==> config.mk <==
export PLATFORM = sky130hd
export DESIGN_NAME = memory_access
export DESIGN_NICKNAME = d
export VERILOG_FILES = /design/src/rtl/memory_access.sv
export SDC_FILE = /design/constraint.sdc
export NUM_CORES = 1
export LEC_CHECK = 0
export ABC_AREA = 1
export CELL_PAD_IN_SITES_DETAIL_PLACEMENT = 0
export CELL_PAD_IN_SITES_GLOBAL_PLACEMENT = 1
export CORE_ASPECT_RATIO = 0.9
export CORE_UTILIZATION = 31
export DETAILED_ROUTE_END_ITERATION = 12
export HOLD_SLACK_MARGIN = 0.02
export PLACE_DENSITY_LB_ADDON = 0.3
export SYNTH_ARGS = -nofsm -noshare
export SYNTH_HDL_FRONTEND = slang
export SYNTH_SLANG_ARGS = --single-unit
==> constraint.sdc <==
create_clock -name clk_i -period 4 [get_ports clk_i]
set_input_delay 0.6 -clock clk_i [delete_from_list [all_inputs] [get_ports clk_i]]
set_output_delay 0.6 -clock clk_i [all_outputs]
set_load 0.02 [all_outputs]
==> src/rtl/memory_access.sv <==
// memory_access: memory stage of the multi-cycle-handshake pipeline.
// Issues load/store requests on the data-memory bus, formats store data and
// byte strobes, extracts and extends load data, and stalls upstream through
// memory_ready_o until the access completes.
//
// Optional feature macro: MEM_MISALIGN_CHECK_EN. When it is defined, misaligned
// half/word accesses skip the bus and flag M_misalign_o. When it is undefined,
// the low address bits that do not apply are ignored and M_misalign_o stays 0.
//
// Ports:
//   clk_i, rst                 clock, synchronous active-high reset
//   execute_vaild_i            ED_* inputs hold a valid instruction
//   write_back_allow_in_i      downstream register can accept this cycle
//   ED_mem_rd_i/ED_mem_wr_i    load / store
//   ED_mem_size_i              00 byte, 01 half, 1x word
//   ED_mem_unsigned_i          zero-extend loads
//   ED_valE_i, ED_valB_i       effective address, store data
//   dmem_*                     data-memory bus (request held until ack)
//   M_valM_o                   formatted load result
//   M_misalign_o               misaligned access flag
//   memory_ready_o             stage result available
module memory_access (
  input  logic        clk_i,
  input  logic        rst,
  input  logic        execute_vaild_i,
  input  logic        write_back_allow_in_i,
  input  logic        ED_mem_rd_i,
  input  logic        ED_mem_wr_i,
  input  logic [1:0]  ED_mem_size_i,
  input  logic        ED_mem_unsigned_i,
  input  logic [31:0] ED_valE_i,
  input  logic [31:0] ED_valB_i,
  output logic        dmem_req_o,
  output logic        dmem_we_o,
  output logic [31:0] dmem_addr_o,
  output logic [31:0] dmem_wdata_o,
  output logic [3:0]  dmem_wstrb_o,
  input  logic        dmem_ack_i,
  input  logic [31:0] dmem_rdata_i,
  output logic [31:0] M_valM_o,
  output logic        M_misalign_o,
  output logic        memory_ready_o
);

  typedef enum logic [1:0] {StIdle, StReq, StDone} state_e;

  state_e      state_q, state_d;
  logic [31:0] addr_q, addr_d, wdata_q, wdata_d, valm_q, valm_d;
  logic [3:0]  wstrb_q, wstrb_d;
  logic [1:0]  off_q, off_d, size_q, size_d;
  logic        we_q, we_d, uns_q, uns_d, misalign_q, misalign_d;

  logic        mem_op, misaligned;
  logic [31:0] st_wdata, ld_data, ld_byte_sh, ld_half_sh;
  logic [3:0]  st_wstrb;

  assign mem_op = execute_vaild_i & (ED_mem_rd_i | ED_mem_wr_i);

`ifdef MEM_MISALIGN_CHECK_EN
  assign misaligned = ((ED_mem_size_i == 2'b01) & ED_valE_i[0]) |
                      (ED_mem_size_i[1] & (|ED_valE_i[1:0]));
`else
  assign misaligned = 1'b0;
`endif

  // Store formatting from the live ED_* inputs; latched when the request is issued.
  always_comb begin
    st_wdata = ED_valB_i;
    st_wstrb = 4'b1111;
    case (ED_mem_size_i)
      2'b00: begin
        st_wdata = {4{ED_valB_i[7:0]}};
        st_wstrb = 4'b0001 << ED_valE_i[1:0];
      end
      2'b01: begin
        st_wdata = {2{ED_valB_i[15:0]}};
        st_wstrb = 4'b0011 << {ED_valE_i[1], 1'b0};
      end
      default: ;
    endcase
  end

  // Load formatting uses the latched byte offset, size and signedness.
  always_comb begin
    ld_byte_sh = dmem_rdata_i >> {off_q, 3'b000};
    ld_half_sh = dmem_rdata_i >> {off_q[1], 4'b0000};
    case (size_q)
      2'b00:   ld_data = {{24{~uns_q & ld_byte_sh[7]}}, ld_byte_sh[7:0]};
      2'b01:   ld_data = {{16{~uns_q & ld_half_sh[15]}}, ld_half_sh[15:0]};
      default: ld_data = dmem_rdata_i;
    endcase
  end

  always_comb begin
    state_d    = state_q;
    addr_d     = addr_q;
    off_d      = off_q;
    size_d     = size_q;
    uns_d      = uns_q;
    we_d       = we_q;
    wdata_d    = wdata_q;
    wstrb_d    = wstrb_q;
    valm_d     = valm_q;
    misalign_d = misalign_q;
    case (state_q)
      StIdle: begin
        if (mem_op) begin
          if (misaligned) begin
            state_d    = StDone;
            valm_d     = '0;
            misalign_d = 1'b1;
          end else begin
            state_d = StReq;
            addr_d  = {ED_valE_i[31:2], 2'b00};
            off_d   = ED_valE_i[1:0];
            size_d  = ED_mem_size_i;
            uns_d   = ED_mem_unsigned_i;
            we_d    = ED_mem_wr_i;
            wdata_d = st_wdata;
            wstrb_d = ED_mem_wr_i ? st_wstrb : 4'b0000;
          end
        end
      end
      StReq: begin
        if (dmem_ack_i) begin
          state_d = StDone;
          valm_d  = we_q ? '0 : ld_data;
        end
      end
      StDone: begin
        if (write_back_allow_in_i) begin
          state_d    = StIdle;
          misalign_d = 1'b0;
        end
      end
      default: state_d = StIdle;
    endcase
  end

  always_ff @(posedge clk_i) begin
    if (rst) begin
      state_q    <= StIdle;
      addr_q     <= '0;
      off_q      <= '0;
      size_q     <= '0;
      uns_q      <= 1'b0;
      we_q       <= 1'b0;
      wdata_q    <= '0;
      wstrb_q    <= '0;
      valm_q     <= '0;
      misalign_q <= 1'b0;
    end else begin
      state_q    <= state_d;
      addr_q     <= addr_d;
      off_q      <= off_d;
      size_q     <= size_d;
      uns_q      <= uns_d;
      we_q       <= we_d;
      wdata_q    <= wdata_d;
      wstrb_q    <= wstrb_d;
      valm_q     <= valm_d;
      misalign_q <= misalign_d;
    end
  end

  assign dmem_req_o     = (state_q == StReq);
  assign dmem_we_o      = we_q;
  assign dmem_addr_o    = addr_q;
  assign dmem_wdata_o   = wdata_q;
  assign dmem_wstrb_o   = wstrb_q;
  assign M_valM_o       = valm_q;
  assign M_misalign_o   = misalign_q;
  assign memory_ready_o = ((state_q == StIdle) & ~mem_op) | (state_q == StDone);

endmodule

==> results.tsv <==
stage	metric	value	unit
synth	synthesized-area fraction occupied by adder cells	0	%
clock_tree	clock transition at the registers of the reported paths	0.08	ns
global_route	first-pass GRT wire length	24600	µm
hold_path	HP Class	register to register	
critical_path	CP peak stage delay	0.64	ns
critical_path	Bufs and invs on worst path	2	
power_and_ir_drop	switching share of power	30.0	%
floorplan	Die X	132	µm
synth	Post-synth EDFFs	0	
route	Top Metal Used	met4	
timing	RSZ-0062 raised after global routing	false	
final_layout	fin area	7150	µm²
synth	post-synthesis mux area share	0	%
synth	sequential area share after synthesis	45.1	%
timing	post-route minimum period	2.61	ns
timing	Hold Violations, Final	0	
timing	slew of the pin with the lowest slew margin	0.992	ns
timing	Slew Limit Fails	0	
critical_path	Worst R2R Setup Slack	1.81	ns
synth	Synth area leader	dfxtp_1	
floorplan	core area	14800	µm²
route	routed via count	5059	
place	port buffer count	206	
route	WL final	15700	µm
floorplan	Die Y	119	µm
route	drt drc	0	
clock_tree	clock latency on the worst-skew pair	0.36	ns
final_layout	number of diodes	0	
power_and_ir_drop	Leakage	2.76	nW
final_layout	share of cells above drive strength 1	6.23	%
synth	post-synthesis compound-gate area fraction	18.7	%
critical_path	CP startpoint	ED_mem_wr_i	
floorplan	die area	15700	µm²
clock_tree	Clock Tree Buf Depth	2	
critical_path	required time worst endpoint	3.40	ns
critical_path	CP cell instances	clkdlybuf4s50_1 > o21a_1 > a21oi_1 > clkdlybuf4s50_1	
critical_path	Critical Path AT	2.01	ns
clock_tree	hold buffer count at CTS	0	
route	Met2 Wirelength	7370	µm
critical_path	Reg2Reg Launch Point	size_q[1]	
power_and_ir_drop	pwr/cell area	377	nW/µm²
synth	Distinct cells, synth	26	
clock_tree	TritonCTS buffer count	9	
place	Cell Count Post-Placement	1049	
route	routed len/inst	14.7	µm
clock_tree	Root Driver	clkbuf_16	
synth	synthesized flop and latch total	106	
critical_path	Setup crit end kind	output pin	
clock_tree	Clock Sinks	106	
route	DR iter-0 viols	220	
global_route	GRT overflow	0	
synth	Synth top area share	45.1	%
synth	count leader, synth	nand2_1	
power_and_ir_drop	Comb power frac	22.7	%
timing	Setup violations, final	0	
global_route	GRT Overall Usage	20.0	%
final_layout	area grow syn2layout	52.0	%
synth	Gate Count Post-Synth	682	
synth	Synth Area in XOR/XNOR	0	%
synth	synth warn	0	
synth	synthesized area	4700	µm²
timing	Achievable Freq	0.383	GHz
critical_path	Worst path depth	4	
critical_path	R2R cell count	9	
final_layout	Finished Layout Cells	1065	
clock_tree	Setup Buffers After CTS	0	
power_and_ir_drop	net switching power	0.809	mW
clock_tree	CTS tree	yes	
global_route	largest net degree at the start of global routing	71	
critical_path	most frequent CP cell	clkdlybuf4s50_1	
floorplan	I/O Pins	210	
timing	Final period util	65.3	%
route	met3 WL	1650	µm
synth	share of flip-flops with an asynchronous set or reset	0	%
route	Post-DRT Antenna Nets	0	
place	Placed Area	6850	µm²
place	GP Congestion	0.807	
route	DRT met1 WL	6410	µm
critical_path	CP Launch Type	input port	
job	max-cap violation count	0	
power_and_ir_drop	Internal Power	1.88	mW
power_and_ir_drop	Clk pwr share	34.2	%
final_layout	Net count, final	968	
synth	largest family of logic cells by synthesized area	simple AND/OR/NAND/NOR gates	
route	Via density	4.75	
synth	post-synthesis simple-gate area fraction	29.0	%
synth	top_reg_cell synth	dfxtp_1	
timing	relative slew slack	33.8	%
synth	Post-Syn Area per Cell	6.90	µm²
power_and_ir_drop	sequential power share	43.1	%
timing	clock skew	0.00670	ns
global_route	initial antenna violation count	0	
critical_path	Max FO, Critical Path	2	
floorplan	Starting Density	31.9	%
hold_path	hold path cells	2	
floorplan	# rows	42	
power_and_ir_drop	Worst VDD drop	0.269	mV
route	DR pass1 iterations	5	
global_route	vias in the first global route	4956	
hold_path	hold wc startpoint	dmem_addr_o[8]	
timing	Sum Neg Setup Slack	0	ns
critical_path	critical path type	input port to output pin	
synth	synth top area cells	dfxtp_1, nand2_1, a21oi_1	
critical_path	CP delay by family, top	buffers and inverters	
clock_tree	post-CTS sizing	0	
synth	Post-synth top cells	nand2_1, dfxtp_1, a21oi_1	
critical_path	critical path's slowest cell	clkdlybuf4s50_1	
status	status	finished clean	
clock_tree	H-tree depth	3	
place	dpl hpwl	10900	µm
power by group through the flow:
stage	clock network [mW]	registers, mW	logic, mW
after floorplan	0	1.24	0.267
after global placement	0	1.18	0.613
after detailed placement	0	1.19	0.614
after CTS	0.952	1.16	0.617
after global routing	0.991	1.17	0.668
final	0.920	1.16	0.612
worst min-delay path: stages (launching register included):
cell and delay, ns:
dfxtp_1 0.31, nand2_1 0.06, a21oi_1 0.05
registers in the layout, summed over array words and instances (netlist names):
| name | flops |
|---|---|
| dmem_addr_o | 30 |
| size_q | 2 |
| uns_q | 1 |
| state_q | 2 |
| dmem_we_o | 1 |
| dmem_wstrb_o | 4 |
| off_q | 2 |
| dmem_wdata_o | 32 |
| M_valM_o | 32 |
through the flow:
stage / power (mW) / hold slack, ns / util, % / setup slack (ns)
after floorplan: 1.51 / 0.486 / - / 2.27
after global placement: 1.80 / 0.451 / 46.4 / 1.37
after detailed placement: 1.80 / 0.456 / 46.4 / 1.36
after CTS: 2.73 / 0.467 / 48.4 / 1.36
after global routing: 2.83 / 0.484 / 48.4 / 1.35
final: 2.69 / 0.464 / 48.4 / 1.39
cells in the final DEF, fill, tap and decap left out:
cell             Yosys  routed
nand2_2             12      13
nor2_1              40      40
clkinv_4             0       1
o21a_1               2       2
nand2_4              2       2
inv_1               29      29
a21oi_1            105     105
a31oi_1              8       8
inv_6                0       2
dfxtp_1            106     106
nand3_4              1       1
clkinv_2             0       1
nor3_1               1       1
clkdlybuf4s50_1      0     205
clkinvlp_4           0       2
nor2_2               2       2
a21oi_2             10      10
bufinv_16            0       1
inv_8                1       1
nand2_1            251     250
inv_2                3       3
conb_1               1       3
nand3_1             24      24
clkbuf_16            0       9
nor2_8               1       1
o21ai_1              8       8
o21ai_0             32      32
buf_4                3       5
layer usage:
| metal | global-route usage, % | up-vias |
|---|---|---|
| met2 | 33.5 | 185 |
| met3 | 9.11 | 19 |
| li1 | - | 2541 |
| met4 | 6.03 | 0 |
| met5 | 0 | - |
| met1 | 22.8 | 2314 |
final timing paths:
path | end
setup / recovery | memory_ready_o
hold / removal | dmem_addr_o[8]
setup reg to reg | M_valM_o[31]
hold reg to reg | dmem_addr_o[8]
kinds of logic (layout without fill, tap and decap cells):
| logic type | Yosys count | in the layout |
|---|---|---|
| flip-flops | 106 | 106 |
| AO/OA/AOI/OAI | 165 | 165 |
| other | 1 | 3 |
| AND/OR/NAND/NOR | 334 | 334 |
| buffers and inverters | 76 | 259 |
final cells by class:
type                            count  area [µm²]
Clock buffer                        9         225
Clock inverter                      7        76.3
Fill cell                        1498        7620
Inverter                           33         131
Multi-Input combinational cell    502        2260
Sequential cell                   106        2120
Tap cell                          198         248
Timing Repair Buffer              210        2090
(Power assumes the default switching activity.)
